## src/rtl/mc_axi_pkg.sv

```systemverilog
// Shared types, constants and the beat address generator for the AXI3 write front end.
package mc_axi_pkg;

  localparam int MC_ADDR_W = 32;
  localparam int MC_ID_W   = 4;
  localparam int MC_LEN_W  = 4;

  typedef enum logic [1:0] {
    BURST_FIXED = 2'b00,
    BURST_INCR  = 2'b01,
    BURST_WRAP  = 2'b10,
    BURST_RSVD  = 2'b11
  } burst_t;

  localparam logic [1:0] RESP_OKAY   = 2'b00;
  localparam logic [1:0] RESP_SLVERR = 2'b10;

  typedef enum logic [1:0] {IDLE, DATA, RESP} wr_state_t;

  typedef struct packed {
    logic [MC_ID_W-1:0]   id;
    logic [MC_ADDR_W-1:0] addr;
    logic [MC_LEN_W-1:0]  len;
    logic [2:0]           size;
    burst_t               burst;
  } aw_entry_t;

  // WRAP bursts must be 2, 4, 8 or 16 beats long.
  function automatic logic wrap_len_ok(input logic [MC_LEN_W-1:0] len);
    return (len == 4'd1) || (len == 4'd3) || (len == 4'd7) || (len == 4'd15);
  endfunction

  // Address of the beat after 'addr'. Callers pass INCR for illegal WRAP/RSVD bursts.
  function automatic logic [MC_ADDR_W-1:0] next_beat_addr(
    input logic [MC_ADDR_W-1:0] addr,
    input logic [MC_LEN_W-1:0]  len,
    input logic [2:0]           size,
    input burst_t               burst
  );
    logic [MC_ADDR_W-1:0] step;
    logic [MC_ADDR_W-1:0] win;
    logic [MC_ADDR_W-1:0] lin;
    step = MC_ADDR_W'(1) << size;
    win  = (MC_ADDR_W'(len) + MC_ADDR_W'(1)) << size;
    lin  = addr + step;
    case (burst)
      BURST_FIXED: return addr;
      // Keep the window base bits, let the offset inside the window roll over.
      BURST_WRAP:  return (addr & ~(win - MC_ADDR_W'(1))) | (lin & (win - MC_ADDR_W'(1)));
      default:     return lin;
    endcase
  endfunction

endpackage

```

## src/rtl/mc_axi3_wr_frontend_if.sv

```systemverilog
// AXI3 AW/W/B channels plus the per-beat memory request channel.
interface mc_axi3_wr_frontend_if #(
  parameter int ADDR_WIDTH = 32,
  parameter int ID_WIDTH   = 4,
  parameter int DATA_WIDTH = 128,
  parameter int ADDR_LEN   = 4
);
  logic                    awvalid;
  logic                    awready;
  logic [ID_WIDTH-1:0]     awid;
  logic [ADDR_WIDTH-1:0]   awaddr;
  logic [ADDR_LEN-1:0]     awlen;
  logic [2:0]              awsize;
  logic [1:0]              awburst;
  logic                    wvalid;
  logic                    wready;
  logic [ID_WIDTH-1:0]     wid;
  logic [DATA_WIDTH-1:0]   wdata;
  logic [DATA_WIDTH/8-1:0] wstrb;
  logic                    wlast;
  logic                    bvalid;
  logic                    bready;
  logic [ID_WIDTH-1:0]     bid;
  logic [1:0]              bresp;
  logic                    mem_valid;
  logic                    mem_ready;
  logic [ADDR_WIDTH-1:0]   mem_addr;
  logic [DATA_WIDTH-1:0]   mem_data;
  logic [DATA_WIDTH/8-1:0] mem_strb;
  logic                    mem_last;

  // Front end side: receives AW/W, drives B and memory requests.
  modport slave (
    input  awvalid, awid, awaddr, awlen, awsize, awburst,
    input  wvalid, wid, wdata, wstrb, wlast, bready, mem_ready,
    output awready, wready, bvalid, bid, bresp,
    output mem_valid, mem_addr, mem_data, mem_strb, mem_last
  );

  // Interconnect / scheduler side.
  modport master (
    output awvalid, awid, awaddr, awlen, awsize, awburst,
    output wvalid, wid, wdata, wstrb, wlast, bready, mem_ready,
    input  awready, wready, bvalid, bid, bresp,
    input  mem_valid, mem_addr, mem_data, mem_strb, mem_last
  );
endinterface

```

## src/rtl/mc_axi_aw_fifo.sv

```systemverilog
// Small synchronous FIFO holding accepted AW requests.
module mc_axi_aw_fifo
  import mc_axi_pkg::*;
#(
  parameter int DEPTH = 4
) (
  input  logic      clk,
  input  logic      rst_n,
  input  logic      push,
  input  aw_entry_t push_data,
  input  logic      pop,
  output aw_entry_t head,
  output logic      full,
  output logic      empty
);
  localparam int PW = $clog2(DEPTH);

  aw_entry_t        mem_q [DEPTH];
  logic [PW:0]      wr_ptr_q;
  logic [PW:0]      rd_ptr_q;

  assign empty = (wr_ptr_q == rd_ptr_q);
  assign full  = (wr_ptr_q[PW] != rd_ptr_q[PW]) && (wr_ptr_q[PW-1:0] == rd_ptr_q[PW-1:0]);
  assign head  = mem_q[rd_ptr_q[PW-1:0]];

  // Pointer update; the extra MSB tells full from empty.
  always_ff @(posedge clk or negedge rst_n) begin
    if (!rst_n) begin
      wr_ptr_q <= '0;
      rd_ptr_q <= '0;
    end else begin
      if (push && !full) wr_ptr_q <= wr_ptr_q + 1'b1;
      if (pop && !empty) rd_ptr_q <= rd_ptr_q + 1'b1;
    end
  end

  // Entry storage needs no reset: only slots behind the pointers are ever read.
  always_ff @(posedge clk) begin
    if (push && !full) mem_q[wr_ptr_q[PW-1:0]] <= push_data;
  end

endmodule

```

## src/rtl/mc_axi3_wr_frontend.sv

```systemverilog
// AXI3 write front end: queues AW, serialises each burst into per-beat memory writes, one B per burst.
module mc_axi3_wr_frontend
  import mc_axi_pkg::*;
#(
  parameter int ADDR_WIDTH = MC_ADDR_W,
  parameter int ID_WIDTH   = MC_ID_W,
  parameter int DATA_WIDTH = 128,
  parameter int ADDR_LEN   = MC_LEN_W,
  parameter int AW_DEPTH   = 4
) (
  input logic                   clk,
  input logic                   rst_n,
  mc_axi3_wr_frontend_if.slave  bus
);

  wr_state_t             state_q, state_d;
  aw_entry_t             cur_q;
  aw_entry_t             push_entry;
  aw_entry_t             fifo_head;
  aw_entry_t             pop_entry;
  logic [ADDR_LEN-1:0]   cnt_q;
  logic                  err_q;
  logic                  fifo_full, fifo_empty;
  logic                  pop, head_bad, beat_fire, last_beat;
  logic [ADDR_WIDTH-1:0] beat_addr;
  logic [ID_WIDTH-1:0]   burst_id;
  logic [DATA_WIDTH-1:0] beat_data;

  assign push_entry.id    = bus.awid;
  assign push_entry.addr  = bus.awaddr;
  assign push_entry.len   = bus.awlen;
  assign push_entry.size  = bus.awsize;
  assign push_entry.burst = burst_t'(bus.awburst);

  assign bus.awready = !fifo_full;

  mc_axi_aw_fifo #(.DEPTH(AW_DEPTH)) u_aw_fifo (
    .clk       (clk),
    .rst_n     (rst_n),
    .push      (bus.awvalid),
    .push_data (push_entry),
    .pop       (pop),
    .head      (fifo_head),
    .full      (fifo_full),
    .empty     (fifo_empty)
  );

  assign pop       = (state_q == IDLE) && !fifo_empty;
  assign beat_fire = (state_q == DATA) && bus.wvalid && bus.mem_ready;
  assign last_beat = (cnt_q == cur_q.len);
  assign head_bad  = (fifo_head.burst == BURST_RSVD) ||
                     ((fifo_head.burst == BURST_WRAP) && !wrap_len_ok(fifo_head.len));

  // Illegal WRAP lengths and the reserved encoding degrade to INCR.
  always_comb begin
    pop_entry = fifo_head;
    if (head_bad) pop_entry.burst = BURST_INCR;
  end

  assign beat_addr    = cur_q.addr;
  assign burst_id     = cur_q.id;
  assign beat_data    = bus.wdata;
  assign bus.mem_addr = beat_addr;
  assign bus.mem_data = beat_data;
  assign bus.mem_strb = bus.wstrb;

  // State register.
  always_ff @(posedge clk or negedge rst_n) begin
    if (!rst_n) state_q <= IDLE;
    else        state_q <= state_d;
  end

  // Next state: exactly len+1 beats per burst regardless of wlast.
  always_comb begin
    state_d = state_q;
    case (state_q)
      IDLE:    if (!fifo_empty)            state_d = DATA;
      DATA:    if (beat_fire && last_beat) state_d = RESP;
      RESP:    if (bus.bready)             state_d = IDLE;
      default:                             state_d = IDLE;
    endcase
  end

  // Outputs: W passes straight through to the scheduler, B held in RESP.
  always_comb begin
    bus.wready    = 1'b0;
    bus.mem_valid = 1'b0;
    bus.mem_last  = 1'b0;
    bus.bvalid    = 1'b0;
    bus.bid       = '0;
    bus.bresp     = RESP_OKAY;
    case (state_q)
      DATA: begin
        bus.wready    = bus.mem_ready;
        bus.mem_valid = bus.wvalid;
        bus.mem_last  = last_beat;
      end
      RESP: begin
        bus.bvalid = 1'b1;
        bus.bid    = burst_id;
        bus.bresp  = err_q ? RESP_SLVERR : RESP_OKAY;
      end
      default: ;
    endcase
  end

  // Burst context: load on pop, advance address/count and accumulate errors per beat.
  always_ff @(posedge clk or negedge rst_n) begin
    if (!rst_n) begin
      cur_q <= '0;
      cnt_q <= '0;
      err_q <= 1'b0;
    end else if (pop) begin
      cur_q <= pop_entry;
      cnt_q <= '0;
      err_q <= head_bad;
    end else if (beat_fire) begin
      err_q      <= err_q | (bus.wid != cur_q.id) | (bus.wlast != last_beat);
      cnt_q      <= cnt_q + 1'b1;
      cur_q.addr <= next_beat_addr(cur_q.addr, cur_q.len, cur_q.size, cur_q.burst);
    end
  end

endmodule
```

## src/flat_wrapper.sv

```systemverilog
// flat-port wrapper written by rule: the top's interface ports become plain ports
module mc_axi3_wr_frontend_flat import mc_axi_pkg::*;
#(
  parameter int ADDR_WIDTH = MC_ADDR_W,
  parameter int ID_WIDTH   = MC_ID_W,
  parameter int DATA_WIDTH = 128,
  parameter int ADDR_LEN   = MC_LEN_W,
  parameter int AW_DEPTH   = 4
)
  (clk, rst_n, bus_awvalid, bus_awid, bus_awaddr, bus_awlen, bus_awsize, bus_awburst, bus_wvalid, bus_wid, bus_wdata, bus_wstrb, bus_wlast, bus_bready, bus_mem_ready, bus_awready, bus_wready, bus_bvalid, bus_bid, bus_bresp, bus_mem_valid, bus_mem_addr, bus_mem_data, bus_mem_strb, bus_mem_last);
  mc_axi3_wr_frontend_if #(.ADDR_WIDTH(ADDR_WIDTH), .ID_WIDTH(ID_WIDTH), .DATA_WIDTH(DATA_WIDTH), .ADDR_LEN(ADDR_LEN)) bus_i ();
  input logic clk;
  input logic rst_n;
  input wire logic [$bits(bus_i.awvalid)-1:0] bus_awvalid;
  input wire logic [$bits(bus_i.awid)-1:0] bus_awid;
  input wire logic [$bits(bus_i.awaddr)-1:0] bus_awaddr;
  input wire logic [$bits(bus_i.awlen)-1:0] bus_awlen;
  input wire logic [$bits(bus_i.awsize)-1:0] bus_awsize;
  input wire logic [$bits(bus_i.awburst)-1:0] bus_awburst;
  input wire logic [$bits(bus_i.wvalid)-1:0] bus_wvalid;
  input wire logic [$bits(bus_i.wid)-1:0] bus_wid;
  input wire logic [$bits(bus_i.wdata)-1:0] bus_wdata;
  input wire logic [$bits(bus_i.wstrb)-1:0] bus_wstrb;
  input wire logic [$bits(bus_i.wlast)-1:0] bus_wlast;
  input wire logic [$bits(bus_i.bready)-1:0] bus_bready;
  input wire logic [$bits(bus_i.mem_ready)-1:0] bus_mem_ready;
  output wire logic [$bits(bus_i.awready)-1:0] bus_awready;
  output wire logic [$bits(bus_i.wready)-1:0] bus_wready;
  output wire logic [$bits(bus_i.bvalid)-1:0] bus_bvalid;
  output wire logic [$bits(bus_i.bid)-1:0] bus_bid;
  output wire logic [$bits(bus_i.bresp)-1:0] bus_bresp;
  output wire logic [$bits(bus_i.mem_valid)-1:0] bus_mem_valid;
  output wire logic [$bits(bus_i.mem_addr)-1:0] bus_mem_addr;
  output wire logic [$bits(bus_i.mem_data)-1:0] bus_mem_data;
  output wire logic [$bits(bus_i.mem_strb)-1:0] bus_mem_strb;
  output wire logic [$bits(bus_i.mem_last)-1:0] bus_mem_last;
  assign bus_i.awvalid = bus_awvalid;
  assign bus_i.awid = bus_awid;
  assign bus_i.awaddr = bus_awaddr;
  assign bus_i.awlen = bus_awlen;
  assign bus_i.awsize = bus_awsize;
  assign bus_i.awburst = bus_awburst;
  assign bus_i.wvalid = bus_wvalid;
  assign bus_i.wid = bus_wid;
  assign bus_i.wdata = bus_wdata;
  assign bus_i.wstrb = bus_wstrb;
  assign bus_i.wlast = bus_wlast;
  assign bus_i.bready = bus_bready;
  assign bus_i.mem_ready = bus_mem_ready;
  assign bus_awready = bus_i.awready;
  assign bus_wready = bus_i.wready;
  assign bus_bvalid = bus_i.bvalid;
  assign bus_bid = bus_i.bid;
  assign bus_bresp = bus_i.bresp;
  assign bus_mem_valid = bus_i.mem_valid;
  assign bus_mem_addr = bus_i.mem_addr;
  assign bus_mem_data = bus_i.mem_data;
  assign bus_mem_strb = bus_i.mem_strb;
  assign bus_mem_last = bus_i.mem_last;
  mc_axi3_wr_frontend #(.ADDR_WIDTH(ADDR_WIDTH), .ID_WIDTH(ID_WIDTH), .DATA_WIDTH(DATA_WIDTH), .ADDR_LEN(ADDR_LEN), .AW_DEPTH(AW_DEPTH)) u_core (.clk(clk), .rst_n(rst_n), .bus(bus_i));
endmodule
```

## config.mk

```make
export PLATFORM = sky130hd
export DESIGN_NAME = mc_axi3_wr_frontend_flat
export DESIGN_NICKNAME = d
export VERILOG_FILES = /design/src/rtl/mc_axi_pkg.sv /design/src/rtl/mc_axi3_wr_frontend_if.sv /design/src/rtl/mc_axi_aw_fifo.sv /design/src/rtl/mc_axi3_wr_frontend.sv /design/src/flat_wrapper.sv
export SDC_FILE = /design/constraint.sdc
export NUM_CORES = 1
export LEC_CHECK = 0
export CORE_ASPECT_RATIO = 0.6
export CORE_UTILIZATION = 47
export DETAILED_ROUTE_END_ITERATION = 7
export HOLD_SLACK_MARGIN = 0.12
export PLACE_DENSITY = 0.84
export REMOVE_ABC_BUFFERS = 1
export SLEW_MARGIN = 30
export SYNTH_ARGS = -nofsm -noshare
export SYNTH_HDL_FRONTEND = slang
export SYNTH_SLANG_ARGS = --single-unit
```

## constraint.sdc

```tcl
create_clock -name clk -period 4.15 [get_ports clk]
set_clock_uncertainty 0.1 [all_clocks]
set_input_delay 0.83 -clock clk [delete_from_list [all_inputs] [get_ports clk]]
set_output_delay 0.83 -clock clk [all_outputs]
set_load 0.005 [all_outputs]
```

Word level (Yosys, flattened, before mapping)

Memory sizes are Yosys's and may differ from the RTL's.
Cells that the tools add are included.

Shift-type cells: 2
Reduce and logical (&&, ||, !) cells: 20
Bitwise logic cells: 6
Mux-type cells: 21
Eq/ne operators: 19
$add $sub $neg: 6

Operators with widths:

| operator              | number |
|---|---|
| $and 32x32->32        | 2 |
| $mux 32               | 2 |
| $pmux 32 s2           | 1 |
| $add 32x32->32        | 1 |
| $not 32->32           | 1 |
| $or 32x32->32         | 1 |
| $shl 1x3->32 const A  | 1 |
| $shl 32x3->32         | 1 |
| $sub 32x1->32 const B | 1 |
| $mux 2                | 6 |
| $mux 4                | 3 |
| $eq 2x2->1 const B    | 4 |
| $logic_and 1x1->1     | 8 |
| $mux 1                | 8 |
| $ne 2x2->1 const B    | 4 |
| $add 3x1->3 const B   | 2 |
| $pmux 2 s3            | 1 |
| $add 4x1->5 const B   | 1 |
| $add 4x1->4 const B   | 1 |
| $eq 4x1->1 const B    | 1 |
| $eq 4x2->1 const B    | 1 |
| $eq 4x3->1 const B    | 1 |
| $eq 4x4->1            | 1 |
| $eq 4x4->1 const B    | 1 |
| 12 further kinds      | 20 |

Memories kept: 1
Output and inout bits: 187
Input bits: 200
RAM bits: 180
Bits in registers: 58
Logic and storage cells: 85

Memories:

| name                   | depth | width | read ports | clocked after Yosys merged registers in | write ports | line                 | source |
|---|---|---|---|---|---|---|---|
| u_core.u_aw_fifo.mem_q | 4     | 45    | 1          | 0                                       | 1           | mc_axi_aw_fifo.sv:18 | `aw_entry_t mem_q [DEPTH];` |

Longest topological paths before layout

Gate-level depths: netlist of run 1.

Depth after elaboration: 9
Depth in mapped cells: 16
Depth with buffers taken out: 14

Cells and area by module

From an unflattened synthesis of run 1, not the netlist that was laid out.

Cells, all modules: 976
Area, all modules: 12443.2 sq um

Modules (own cells, without submodules):

| module              | sequential area each (sq um) | area an instance (sq um) | instances | cells an instance |
|---|---|---|---|---|
| mc_axi_aw_fifo      | 5555.3                       | 6991.7                   | 1         | 286 |
| mc_axi3_wr_frontend | 1301.2                       | 5451.5                   | 1         | 690 |

Least setup slack after synthesis of run 1

OpenSTA, ideal clock, no wires.

Path kind: reg-to-reg
From: register u_core.cur_q[2] in the netlist's numbering
To: register with a tool-made name
Arrival time: 3129 ps
Data required time: 3986 ps
Setup slack: 857 ps
Stages on the path, launching flop included: 17
Clock period less this slack: 3293 ps
Path buffers: 3
Path through: dfrtp_1 > buf_2 > buf_1 > nor3_1 > ha_1 > inv_1 > fa_1 > nor2b_1 > o21ai_1 > a21boi_0 > o31a_1 > o311ai_0 > a21oi_2 > buf_6 > inv_4 > o41ai_2 > a21o_1

RTL lines:

| item                   | line                       | source |
|---|---|---|
| start, declared        | mc_axi3_wr_frontend.sv:17  | `aw_entry_t cur_q;` |
| start signal, assigned | mc_axi3_wr_frontend.sv:114 | `cur_q <= pop_entry;` |

==> results of run 1 <==
## cells in the final DEF, fill, tap and decap left out, drive strengths merged, types with 10 or more instances in the layout
| master | Yosys | layout |
|---|---|---|
| clkdlybuf4s50 | 0 | 96 |
| mux2i | 10 | 10 |
| buf | 194 | 26 |
| xnor2 | 33 | 33 |
| and2 | 14 | 14 |
| nand3 | 15 | 15 |
| a21oi | 32 | 32 |
| dfrtp | 58 | 58 |
| xor2 | 14 | 14 |
| inv | 22 | 23 |
| edfxtp | 180 | 180 |
| nand2b | 11 | 11 |
| nand4 | 12 | 12 |
| ha | 17 | 17 |
| o21ai | 28 | 28 |
| nor3 | 16 | 16 |
| nand2 | 82 | 82 |
| nor2 | 47 | 47 |
| mux4 | 45 | 45 |
| clkbuf | 19 | 26 |
## critical path: stages, from the launching register on
cell and delay, ns:
dfrtp_1 0.58, nor2_1 0.43, nand2_1 0.17, inv_1 0.09
ha_1 0.24, a211oi_1 0.34, o21ai_0 0.19, a21oi_1 0.30
o21ai_0 0.17, nor2b_1 0.17, nand2_1 0.36, nor3_1 0.13
xnor2_1 0.17, a21oi_1 0.09
## per-layer routing
metal | global-route usage | part of all wire | up-vias
met5 | 0.236 | 0.017 | -
met4 | 0.122 | 0.035 | 16
met3 | 0.447 | 0.26 | 88
met2 | 0.480 | 0.36 | 721
met1 | 0.404 | 0.32 | 3720
li1 | - | - | 3070
## stage by stage
stage,setup WS [ns],std cells,hold WS (ns),utilization
after floorplan,-1.66,721,0.360,-
after global placement,0.742,1172,0.374,0.482
after detailed placement,0.650,1172,0.381,0.482
after CTS,0.613,1210,0.280,0.508
after global routing,0.307,1210,0.300,0.509
final,0.468,1210,0.280,0.509
## power by group through the flow
stage	logic, mW	registers (mW)	clock network, mW
final	3.81	3.90	1.96
after CTS	3.77	3.88	1.96
after floorplan	2.33	3.86	0
after detailed placement	3.74	3.93	0
after global placement	3.69	3.89	0
after global routing	4.12	3.97	2.05
## layout make-up
type	instances	share of cell area
sequential	238	0.534
multi-input combinational	461	0.285
timing repair buffer	122	0.0917
clock buffer	26	0.0431
tap	329	0.0320
clock inverter	12	0.00817
inverter	22	0.00662
## cells by family after synthesis
| logic type | Yosys count | share of synthesized area |
|---|---|---|
| muxes | 56 | 0.0930 |
| AOI/OAI and AO/OA | 111 | 0.0621 |
| DFF | 238 | 0.567 |
| adders and majority gates | 18 | 0.0192 |
| and+or+nand+nor | 228 | 0.0924 |
| other | 1 | 0.000310 |
| xor gates and xnor gates | 47 | 0.0347 |
| buffers and inverters | 235 | 0.131 |
## path summary, 6_finish.rpt
check / start / to / slack [ns]
max reg2reg: u_core.cur_q[4] / flip-flop / 0.47
max: u_core.cur_q[4] / flip-flop / 0.47
max in group asynchronous: rst_n / asynchronous set/reset pin / 2.93
min in group clk: u_core.u_aw_fifo.wr_ptr_q[2] / u_core.u_aw_fifo.wr_ptr_q[2] / 0.40
min: rst_n / asynchronous set/reset pin / 0.28
min reg2reg: u_core.u_aw_fifo.wr_ptr_q[2] / u_core.u_aw_fifo.wr_ptr_q[2] / 0.40
==> flow_summary.ini, run 1 <==
[yosys]
yosys-top-cells-area = edfxtp_1 45%, dfrtp_1 12%, buf_4 11%
synth_area_um2 = 12100
syn_inst = 934
synth_top_area_frac = 0.447
synth_seq_cells = 238
ys_seq_area_frac = 0.567
synth.avg_cell_area_um2 = 12.9
yosysWarnings = 0
synth_cell_types = 74
synth_edf_count = 180
yosys.area.top_type = edfxtp_1
synth-async-reset-ratio = 0.244
synthFlopType = edfxtp_1
synth_commonest_cells = 180 x edfxtp_1, 179 x buf_4, 82 x nand2_1
synth.most_common_cell = edfxtp_1

[power]
total_power_mw = 9.67
p_switching_mw = 3.53
pwr-share-comb = 0.394
seqPwrFrac = 0.403
internal_power_mw = 6.14
clkPwrFrac = 0.202
vdd_ir_drop_max_uv = 378
p_leak_nw = 4.50
sw_frac_of_total = 0.365
power.density_nw_per_um2 = 752

[clocking]
path_clk_slew_ns = 0.07
htreeDepth = 1
cts_root_buf = clkbuf_16
cts_hold_buffers = 0
post-cts-setup-buffers = 0
clock_path_buffers = 3
cts-buffers-inserted = 21
clock-sinks = 238
cts_tree = done
ctsResizeCount = 0
clock_latency_ns = 0.52

[timing]
fmax_ghz = 0.272
finalCritPeriodShare = 0.887
maxSlewViolCount = 0
worstMarginPinSlew_ns = 0.818
rsz0062_at_grt = false
min_period_ns = 3.68
final_hold_viol_count = 0
setup_tns_ns = 0
setup_viol = 0
slew_headroom = 0.454

[route]
final_antenna_net_count = 0
vias = 7615
viasPerCell = 6.29
first_pass_iters = 6
routed_wl_um = 51100
drt_iter0_drc = 916
wire_per_inst_um = 42.2
route.detailed.drc = 0

[cells_and_area]
multiInputGateArea_um2 = 3660
drive_above_1_share = 0.138
fill_cells = 2104
ff_latch_area_um2 = 6860
nNetsFinal = 1084
n_antenna_cell = 0
area_growth_pct = 6.34
design_area_um2 = 12900

[global_route]
grt_pass1_wl_um = 67300
antenna_found_initial = 0
grt_pass1_vias = 7182
overflow = 0
track_usage = 0.393
grt_max_degree = 49

[worst_setup_path]
crit_type = flip-flop to flip-flop
r2r_cells = 13
end_kind = flip-flop
worst-path-max-fanout = 15
critPathRequiredTime_ns = 4.43
critPathLaunchType = flip-flop
cp_data_arrival_time_ns = 3.96

[placed_design]
placed_area_um2 = 12200
dp_hpwl_um = 39900
gp_congestion = 1.02
numPortBuffers = 97

[min_path]
min_path_type = input port to asynchronous set/reset pin

[status]
status = complete, no violations

[floorplanning]
fp-row-count = 45
die-width_um = 209
core_um2 = 25300
io_pins = 387
die_area_um2 = 26400
dieHeight_um = 126
initial_core_util = 0.478

[flow_run]
maxCapViolations = 0
Note: power is estimated with default switching activity, not from simulation.
==> inputs of run 2 (changes only) <==
CAP_MARGIN = 20   (was not set)
CORE_UTILIZATION = 25   (was 47)
PLACE_DENSITY = 0.52   (was 0.84)
==> run 2 against run 1 <==
Sequential power shrank 4%. Routed wire length grew 5.3%. Sequential share of layout area shrank 1.8 points. Power grew 0.43%. Utilization shrank 23 points. Final area grew 3.5%. Highest routed layer unchanged. Hold slack gained 0.019 ns. Global-route usage shrank 17 points.
==> flow_summary.ini, run 2 (synthesis gave the netlist of run 1 again) <==
[cells_and_area]
area_growth_pct = 10.0
multiInputGateArea_um2 = 3660
final_cell_mix = 180 x edfxtp_1, 96 x clkdlybuf4s50_1, 82 x nand2_1
final_common_cell = edfxtp_1
n_antenna_cell = 0
fill_cells = 4834
final_util = 0.283
ff_latch_area_um2 = 6860
drive_above_1_share = 0.141
final_cell_count_no_fill = 1511
nNetsFinal = 1082

[route]
final_antenna_net_count = 0
vias = 7102
first_pass_iters = 6
viasPerCell = 4.70
wire_per_inst_um = 35.6
routed_wl_um = 53800
route.detailed.drc = 0
drt_iter0_drc = 736

[min_path]
min_path_type = input port to asynchronous set/reset pin

[placed_design]
pre_cts_ws_ns = 0.629
dpl.cell_count = 1469
numPortBuffers = 97
dp_hpwl_um = 39800
gp_congestion = 0.842

[timing]
maxSlewViolCount = 0
setup_viol = 0
slew_headroom = 0.452
rsz0062_at_grt = false
fmax_ghz = 0.277
worstMarginPinSlew_ns = 0.822
setup_tns_ns = 0
final_hold_viol_count = 0
min_period_ns = 3.62
setup_slack_ns = 0.535
finalCritPeriodShare = 0.871

[power]
total_power_mw = 9.71
power.density_nw_per_um2 = 730
sw_frac_of_total = 0.359
pwr-share-comb = 0.400
seqPwrFrac = 0.386
clkPwrFrac = 0.214
p_switching_mw = 3.49
p_leak_nw = 4.52
internal_power_mw = 6.23
vdd_ir_drop_max_uv = 258

[worst_setup_path]
cp_slowest_cell = dfrtp_1
end_kind = flip-flop
critPathLaunchType = flip-flop
worst-path-max-fanout = 11
cp_data_arrival_time_ns = 3.98
path_buf_inv = 4
cp_top_family = compound AO/OA/AOI/OAI gates
critPathRequiredTime_ns = 4.51
cp_num_cells = 15
crit_type = flip-flop to flip-flop
cpMostUsedCell = buf_4
regToRegStartpoint = u_core.cur_q[2]
path_cells = nor3_1, ha_1, inv_1, fa_1, nor2b_1, o21ai_1, a21boi_0, o31a_1, o311ai_0, buf_4, a21oi_2, buf_4, inv_4, o41ai_2, a21o_1
critPathLaunch = u_core.cur_q[2]
rrSetupSlack_ns = 0.53
critPathMaxStageDelay_ns = 0.50
r2r_cells = 15

[floorplanning]
fp-row-count = 61
die-width_um = 286
die_area_um2 = 49300
dieHeight_um = 172
initial_core_util = 0.257
core_um2 = 47000
io_pins = 387

[global_route]
overflow = 0
track_usage = 0.219
antenna_found_initial = 0
grt_pass1_wl_um = 70100
grt_pass1_vias = 6930
grt_max_degree = 48

[clocking]
cts_tree = done
cts_hold_buffers = 0
post-cts-setup-buffers = 0
cts-buffers-inserted = 23
path_clk_slew_ns = 0.07
cts_root_buf = clkbuf_16
clock_latency_ns = 0.53
clock_path_buffers = 3
clock-sinks = 238
htreeDepth = 1
ctsResizeCount = 0

[status]
status = complete, no violations

[flow_run]
maxCapViolations = 0
run 2: cell types whose count changed in the layout (fill, tap and decap cells not counted), sizes merged:
cell	previous run	this run
clkinvlp	0	2
clkinv	9	6
buf	26	22
inv	23	24
clkbuf	26	30
run 2: worst min path at each step:
stage | from | to | slack [ns] | cells past startpoint
finish | rst_n | u_core.u_aw_fifo.rd_ptr_q[2] | 0.30 | 1
global route | rst_n | u_core.cur_q[6] | 0.33 | 1
CTS | rst_n | u_core.cur_q[6] | 0.30 | 1
detailed placement | u_core.u_aw_fifo.wr_ptr_q[2] | u_core.u_aw_fifo.wr_ptr_q[2] | 0.38 | 1
global placement | u_core.u_aw_fifo.wr_ptr_q[2] | u_core.u_aw_fifo.wr_ptr_q[2] | 0.38 | 1
floorplan | u_core.u_aw_fifo.wr_ptr_q[2] | u_core.u_aw_fifo.wr_ptr_q[2] | 0.36 | 1
run 2: final cells by class:
type                            count  area share
Sequential cell                   238       0.516
Multi-Input combinational cell    461       0.275
Timing Repair Buffer              118      0.0882
Tap cell                          630      0.0593
Clock buffer                       30      0.0460
Clock inverter                     12     0.00931
Inverter                           22     0.00640
run 2: metrics by stage:
stage                     instance area [µm²]  hold slack [ns]
final                                   13300            0.299
after global routing                    13300            0.331
after floorplan                         10600            0.360
after global placement                  12600            0.377
after detailed placement                12600            0.377
after CTS                               13300            0.298
run 2: metal layers:
| layer | part of all wire | vias up | GRT usage | routed length (µm) |
|---|---|---|---|---|
| met5 | 0.014 | - | 0.119 | 774 |
| met1 | 0.47 | 3542 | 0.300 | 25300 |
| met4 | 0.0093 | 14 | 0.0214 | 502 |
| li1 | - | 3076 | - | - |
| met3 | 0.18 | 44 | 0.191 | 9890 |
| met2 | 0.32 | 426 | 0.240 | 17300 |
run 2: power by group through the flow:
stage / clock (mW) / combinational, mW / sequential [mW]
floorplan: 0 / 2.33 / 3.86
global placement: 0 / 3.94 / 3.79
detailed placement: 0 / 3.93 / 3.80
CTS: 2.15 / 3.95 / 3.76
global route: 2.24 / 4.28 / 3.83
finish: 2.08 / 3.89 / 3.75
